--- src/rtl/prog_mem_loader.sv ---
// prog_mem_loader: writable CPU program memory, filled by a host over a checksummed valid/ready stream.
module prog_mem_loader #(
    parameter int ADDR_W = 4,
    parameter int DATA_W = 8,
    parameter int DEPTH  = 1 << ADDR_W
) (
    input  logic              clk_cpu,
    input  logic              reset,
    input  logic [ADDR_W-1:0] adrs,
    output logic [DATA_W-1:0] dat_out,
    input  logic              ld_start,
    input  logic              ld_valid,
    input  logic [DATA_W-1:0] ld_data,
    output logic              ld_ready,
    output logic              cpu_hold,
    output logic              ld_done,
    output logic              ld_err
);
    typedef enum logic [2:0] {EMPTY, LOAD, CHECK, RUN, ERROR} state_t;

    state_t            state, state_nxt;
    logic [ADDR_W-1:0] ptr;
    logic [DATA_W-1:0] sum;
    logic [DATA_W-1:0] total;
    logic [DATA_W-1:0] mem [DEPTH];
    logic              accept;
    logic              in_range;

    // ld_start outranks any word offered in the same cycle
    assign accept   = ld_valid & ld_ready & ~ld_start;
    assign total    = sum + ld_data;
    assign ld_ready = (state == LOAD) || (state == CHECK);
    assign cpu_hold = state != RUN;
    assign ld_done  = state == RUN;
    assign ld_err   = state == ERROR;

    if (DEPTH == (1 << ADDR_W)) begin : g_full
        assign in_range = 1'b1;
    end else begin : g_part
        assign in_range = 32'(adrs) < DEPTH;
    end

    assign dat_out = (cpu_hold || !in_range) ? '0 : mem[adrs];

    always_comb begin
        state_nxt = state;
        if (ld_start)
            state_nxt = LOAD;
        else if (accept && state == LOAD && ptr == ADDR_W'(DEPTH - 1))
            state_nxt = CHECK;
        else if (accept && state == CHECK)
            state_nxt = (total == '0) ? RUN : ERROR;
    end

    always_ff @(posedge clk_cpu) begin
        if (reset) begin
            state <= EMPTY;
            ptr   <= '0;
            sum   <= '0;
        end else begin
            state <= state_nxt;
            if (ld_start) begin
                ptr <= '0;
                sum <= '0;
            end else if (accept && state == LOAD) begin
                ptr <= ptr + ADDR_W'(1);
                sum <= total;
            end
        end
    end

    // Array is deliberately not reset; contents are untrusted until a verified load
    always_ff @(posedge clk_cpu) begin
        if (accept && state == LOAD)
            mem[ptr] <= ld_data;
    end
endmodule

--- config.mk ---
export PLATFORM = sky130hd
export DESIGN_NAME = prog_mem_loader
export DESIGN_NICKNAME = d
export VERILOG_FILES = /design/src/rtl/prog_mem_loader.sv
export SDC_FILE = /design/constraint.sdc
export NUM_CORES = 1
export LEC_CHECK = 0
export CORE_MARGIN = 8
export CORE_UTILIZATION = 50
export CTS_CLUSTER_DIAMETER = 30
export DETAILED_ROUTE_END_ITERATION = 6
export PLACE_DENSITY = 0.68
export SYNTH_ARGS = -nofsm -noshare
export SYNTH_HDL_FRONTEND = slang
export SYNTH_SLANG_ARGS = --single-unit
export TNS_END_PERCENT = 1
--- constraint.sdc ---
create_clock -name clk_cpu -period 4.4 [get_ports clk_cpu]
set_input_delay 0.66 -clock clk_cpu [delete_from_list [all_inputs] [get_ports clk_cpu]]
set_output_delay 0.66 -clock clk_cpu [all_outputs]
set_load 0.02 [all_outputs]
# --- After elaboration in Yosys (flattened, before gate mapping) ---
# Memories as Yosys holds them, arrays and structs flattened.
# Cells that the tools add are included.
totals:
  register_bits: 15
  ram_bits: 128
  inputBits: 16
  out_inout_bits: 12
  word_cells: 33
  mem_count: 1
classes:
  addsub: 2
  eq_ne: 6
  muxes: 7
  bitwise_logic: 3
  n_reduce_logical: 9
memory_table:
  columns: ["memory", "depth", "word_bits", "read_ports", "rd_ports_with_merged_regs", "write_ports", "line", "text"]
  rows:
  - ["mem", 16, 8, 1, 0, 1, "25", "logic [DATA_W-1:0] mem [DEPTH];"]
ops:
  columns: ["cell", "n"]
  rows:
  - ["adder 8 bit", 1]
  - ["zero test 8 bit", 1]
  - ["two-way mux 8 bit", 1]
  - ["equality test 3 x 2 -> 1 bit (second input constant)", 2]
  - ["adder 4 x 1 -> 4 bit (second input constant)", 1]
  - ["equality test 4 bit (second input constant)", 1]
  - ["two-way mux 2 bit", 2]
  - ["equality test 3 x 1 -> 1 bit (second input constant)", 1]
  - ["equality test 3 bit (second input constant)", 1]
  - ["logical AND 1 bit", 3]
  - ["two-way mux 1 bit", 3]
  - ["two-way mux 3 bit", 1]
  - ["inequality test 3 x 2 -> 1 bit (second input constant)", 1]
  - ["nonzero test 3 bit", 1]
  - ["OR reduction 3 bit", 1]
  - ["AND 1 bit", 2]
  - ["nonzero test 2 bit", 1]
  - ["OR reduction 2 bit", 1]
  - ["logical OR 1 bit", 1]
  - ["NOT 1 bit", 1]

# --- Longest topological paths before layout ---
depth:
  word_depth: 8
  mapped_depth: 8
  ltp_nobuf: 8

# --- Worst setup path before layout ---
# Ideal clock, no wire load.
synth_timing:
  path_kind: "in2out"
  startpoint: "input port adrs[0]"
  endpoint: "output port dat_out[0]"
  arrival_ns: 2.112
  slack_ns: 1.628
  stages: 5
  path_buffers: 2
  cell_sequence: "buf_6 > buf_4 > mux4_2 > mux4_2 > nor2b_1"
synth_between:
  elab_chain_len: 2
synth_rtl:
  columns: ["item", "line", "text"]
  rows:
  - ["start: declaration", "9", "input logic [ADDR_W-1:0] adrs,"]
  - ["memory read (16 x 8 bit)", null, null]
  - ["two-way mux 8 bit", "43", "assign dat_out = (cpu_hold || !in_range) ? '0 : mem[adrs];"]
  - ["end: declaration", "10", "output logic [DATA_W-1:0] dat_out,"]
# Every way passes these cells.

# --- Worst setup path after layout ---
layout_timing:
  startpoint: "input port adrs[2]"
  endpoint: "output port dat_out[6]"
# The elaborated chain is that of the path after synthesis.

==> reports/metrics.yaml <==
timing:
  layout_worst_path_cycle_share: 0.818
  tns_ns: 0
  achievable-frequency_mhz: 278
  maxSlewViolCount: 0
  finalWorstPathRequiredPeriod_ns: 3.60
  tightest_slew_ns: 1.07
  fin_skew_ns: 0.0108
  final-setup-viol-count: 0
  timing.final.hold_violations: 0
  timing.slew.headroom: 0.287
  rsz_0062_raised_after_global_routing: "false"
clock_tree:
  numCtsBuffers: 17
  cts_max_path_buffers: 2
  cts.sinks: 143
  post_cts.repair.setup_buffers: 0
  ctsRootBufferMaster: "sky130_fd_sc_hd__clkbuf_16"
  tritoncts_clock_tree: "yes"
  clock_tree.htree_level_count: 4
  hold_buffer_count_at_cts: 0
  clock_insertion_delay_worst_skew_ns: 0.42
  cts.repair.resized: 0
  cts.reportedPaths.clkPinSlew_ns: 0.05
worst_setup_path:
  worst_path_max_delay_cell: "sky130_fd_sc_hd__clkdlybuf4s50_1"
  critical_path.startpoint: "adrs[2]"
  cp_data_arrival_time_ns: 2.94
  worst_setup_path_type: "input port to primary output"
  destination_of_the_worst_register_to_register_timing_path: "mem[4][4]$_DFFE_PP_"
  r2r.worst_path.cells: 6
  critical_path_peak_fanout: 32
  cp_num_buf_inv: 3
  crit_family: "buffers and inverters"
  critPathLaunchType: "input port"
  worst_path_largest_cell_delay_ns: 0.56
  startpoint_of_the_most_critical_register_to_register_path: "state[2]$_SDFFE_PP0P_"
  setup.reg_to_reg.worst_slack_ns: 2.07
  crit_path_cell_trace: "clkdlybuf4s50_1 -> buf_12 -> mux4_2 -> mux4_2 -> nor2b_1 -> clkdlybuf4s50_1"
  worstPathRequired_ns: 3.74
  crit_path_end_kind: "primary output"
worst_hold_path:
  instance_count_along_the_most_critical_hold_path: 2
  worstHoldStart: "sum[3]$_SDFFE_PP0P_"
  hold-path-endpoint: "sum[3]$_SDFFE_PP0P_"
  min-delay-path-class: "register to register"
run:
  maxCapViolations: 0
grt:
  grt_first_pass_wirelength_um: 18900
  grt_antenna_before_repair: 0
  global_route.usage.total: 0.163
  grt_max_degree: 33
  grt_pass1_vias: 3245
  grt_overflow: 0
synth:
  async_reset_ff_frac: 0
  synth_seq_cells: 143
  synth.net_count: 371
  yosys_most_used_dff: "sky130_fd_sc_hd__edfxtp_1"
  ys.warnings.count: 0
  post_synth_most_frequent_cells: "128 x sky130_fd_sc_hd__edfxtp_1, 40 x sky130_fd_sc_hd__mux4_2, 25 x sky130_fd_sc_hd__nor2_1, 18 x sky130_fd_sc_hd__nand2_1, 15 x sky130_fd_sc_hd__dfxtp_1"
  cell_type_with_the_largest_total_area_after_synthesis: "sky130_fd_sc_hd__edfxtp_1"
  synth_edf_count: 128
  synth_top_cell_area_share: 0.640
  post_synth.cell_area_avg_sq_um: 17.5
  synth.top_cells.by_area: "sky130_fd_sc_hd__edfxtp_1 64%, sky130_fd_sc_hd__mux4_2 15%, sky130_fd_sc_hd__dfxtp_1 5.0%"
  number_of_cells_produced_by_synthesis: 343
  ys_seq_area_frac: 0.690
  cell_with_the_most_instances_after_synthesis: "sky130_fd_sc_hd__edfxtp_1"
  area_of_the_mapped_netlist_sq_mm: 0.00601
  synth.lib_cells_used.distinct: 43
floorplan:
  die_area_sq_mm: 0.0158
  fp.coreArea_sq_mm: 0.0119
  die_height_um: 126
  floorplan.rows: 40
  initial_core_util: 0.506
  floorplan.die.width_um: 126
  design.portCount: 28
cells_and_area:
  utilization: 0.598
  diodes_inserted: 0
  layoutNonFillerInstCount: 553
  finalInstanceArea_sq_mm: 0.00710
  area_added_between_synthesis_and_finish_pct: 18.2
  finalNetCount: 424
  post_route_cells_drive_above_1_share: 0.222
routing:
  detailedRoute.firstIterationViolations: 316
  route.vias.total: 3164
  viasPerCell: 5.72
  wire_per_inst_um: 21.4
  drc: 0
  ant_nets: 0
  finalWirelength_um: 11800
  detailedRoute.firstPassIterationCount: 4
placed_design:
  postPlaceCellArea_sq_mm: 0.00657
  number_of_buffers_added_on_ports: 27
  placedCellCount: 524
  place_hpwl_um: 7690
  routabilityCongestion: 0.787
pwr:
  powerDensity_mw_per_mm2: 413
  power_leakage_nw: 2.32
  report.power.total_mw: 2.93
  worst_ir_drop_on_vdd_mv: 0.256
status:
  status: "finished clean"
-- worst max-delay path by stage --
stage	end	slack, ns	depth (start not counted)
floorplan	dat_out[0]	1.63	5
global placement	dat_out[7]	0.77	6
detailed placement	dat_out[6]	0.78	6
CTS	dat_out[6]	0.77	6
global route	dat_out[6]	0.72	6
finish	dat_out[6]	0.80	6
-- report_power, final --
group	switching [mW]	leakage [nW]	total [mW]	internal, mW
Sequential	0.00217	1.27	1.48	1.48
Combinational	0.0738	0.786	0.147	0.0730
Clock	0.492	0.262	1.30	0.812
Total	0.568	2.32	2.93	2.37
-- area by class of cell --
cell class                 instances  area, sq um
clock buffer                      19          433
clock inverter                    10         98.8
fill                             888         4760
inverter                          11         41.3
multi-input combinational        175         1750
sequential                       143         4140
tap                              147          184
timing repair buffer              48          448
-- cell usage in the layout, fill, tap and decap left out, drive strengths merged, types with 4 or more instances in the layout --
cell type	n
clkdlybuf4s50	26
a21oi	13
clkbuf	19
nand2b	5
inv	11
edfxtp	128
o21ai	5
nor3	9
nor2b	11
nor3b	4
nor2	25
nand2	18
mux4	40
clkinv	8
dfxtp	15
buf	22
xnor2	4
ha	11
-- stage by stage --
step                setup slack, ns  hold WS, ns
global placement              0.771        0.449
CTS                           0.774        0.461
global route                  0.719        0.489
floorplan                      1.63        0.440
finish                        0.799        0.456
detailed placement            0.779        0.453
-- worst min-delay path, cell delays in order, from the launching register on --
cell and delay, ns:
sky130_fd_sc_hd__dfxtp_1 0.31, sky130_fd_sc_hd__nand2_1 0.05, sky130_fd_sc_hd__a21oi_1 0.05
-- metal layers --
layer	global-route usage	vias to the layer above	share of wire	wire (um)
met4	0.0838	0	0.027	324
met1	0.204	1572	0.41	4820
met5	0	-	0	0
met2	0.255	111	0.48	5680
li1	-	1466	-	-
met3	0.0460	15	0.087	1030
-- flip-flops by register name (all words and copies together), names as in the netlist --
| signal | flops |
|---|---|
| mem | 128 |
| sum | 8 |
| ptr | 4 |
| state | 3 |
-- logic make-up (layout without fill, tap and decap cells) --
logic type / after synthesis / in the layout / share of synthesized area
flops: 143 / 143 / 0.690
simple gates: 84 / 84 / 0.0696
mux: 40 / 40 / 0.150
compound gates: 32 / 32 / 0.0352
buf+inv: 25 / 88 / 0.0190
fa+ha+maj: 12 / 12 / 0.0262
xor+xnor: 7 / 7 / 0.0102
(Power assumes the default switching activity.)
==> patch, RTL diff (config.mk and constraints unchanged) <==
Re-encode `state_t` (5 states) as one-hot, 5 bits wide.
--- a/src/rtl/prog_mem_loader.sv
+++ b/src/rtl/prog_mem_loader.sv
@@ -16,7 +16,7 @@
     output logic              ld_done,
     output logic              ld_err
 );
-    typedef enum logic [2:0] {EMPTY, LOAD, CHECK, RUN, ERROR} state_t;
+    typedef enum logic [4:0] {EMPTY = 5'b00001, LOAD = 5'b00010, CHECK = 5'b00100, RUN = 5'b01000, ERROR = 5'b10000} state_t;
 
     state_t            state, state_nxt;
     logic [ADDR_W-1:0] ptr;
Formal check against the unedited RTL: same outputs for any inputs over 10 cycles, from zero or initial values and one cycle with reset high; not proved beyond that.
==> patch against the original RTL <==
Utilization grew 0.20 points. Worst setup slack worse by 0.058 ns. Critical path depth stayed put. Total power is 3.7% higher. Routed wire length grew 4.1%. Design area is 1.6% higher. Fmax decreased by 1.6%. Count of clock-buffer cells in the layout stayed put. Sequential cell count rose by 2. Combinational power fell by 5%. Area after synthesis is 2.0% higher.
==> patch: results (changes against the original RTL) <==
[yosys] Synth Instances 345 [was 343]
[status] status complete, no violations [unchanged]
[worst_setup_path] end of the worst register-to-register path mem[8][3]$_DFFE_PP_ [was mem[4][4]$_DFFE_PP_]
[worst_setup_path] arrival time worst endpoint 3.00 ns [was 2.94 ns]
[layout] Finished Layout Cells 550 [was 553]
[power] static leakage 0.002342 uW [was 0.002320 uW]
[yosys] adder and majority gate portion of the synthesized area 2.573% [was 2.624%]
[global_route] all-layer global routing usage 16.78% [was 16.29%]
[worst_setup_path] setup slack on the worst flop-to-flop path 1.62 ns [was 2.07 ns]
[global_route] met3 routing resource usage after global routing 4.943% [was 4.599%]
[placed_design] total instance count after detailed placement 519 [was 524]
[yosys] library cells used by synthesis 44 [was 43]
[layout] share of cells above drive strength 1 21.59% [was 22.17%]
[sta] post-route clock skew 0.006708 ns [was 0.01085 ns]
[worst_setup_path] R2R depth 4 [was 6]
[worst_setup_path] Crit. Startpoint adrs[0] [was adrs[2]]
[yosys] most area-consuming cells after synthesis edfxtp_1, mux4_2, dfxtp_1 [unchanged]
[layout] proportion of final cell area spent on non-clock buffers 5.586% [was 6.311%]
[layout] comb_multi_in 174 [was 175]
[yosys] Syn Std Cell Area 0.006127 mm2 [was 0.006007 mm2]
[worst_setup_path] critical path fanouts, max 13 [was 32]
[sta] period utilisation layout 83.16% [was 81.84%]
[global_route] GR met2 Demand/Resource 26.04% [was 25.49%]
[power] PwrDens 422.1 mW/mm2 [was 413.5 mW/mm2]
[placed_design] instance area at placement 0.006636 mm2 [was 0.006566 mm2]
[patch: power by group through the flow]
stage	Sequential (uW)	Combinational (uW)	Clock [uW]
floorplan	1530	86.5	0
global placement	1530	138	0
detailed placement	1530	141	0
CTS	1500	141	1420
global route	1500	152	1480
finish	1500	140	1400
[patch: worst min path at each step]
stage                                      to  slack, ns  cells after the start                start
final                     sum[7]$_SDFFE_PP0P_       0.49                      2  sum[7]$_SDFFE_PP0P_
after global routing      sum[7]$_SDFFE_PP0P_       0.53                      2  sum[7]$_SDFFE_PP0P_
after global placement    sum[7]$_SDFFE_PP0P_       0.47                      2  sum[7]$_SDFFE_PP0P_
after CTS                 sum[7]$_SDFFE_PP0P_       0.49                      2  sum[7]$_SDFFE_PP0P_
after detailed placement  sum[7]$_SDFFE_PP0P_       0.48                      2  sum[7]$_SDFFE_PP0P_
after floorplan           sum[7]$_SDFFE_PP0P_       0.46                      2  sum[7]$_SDFFE_PP0P_
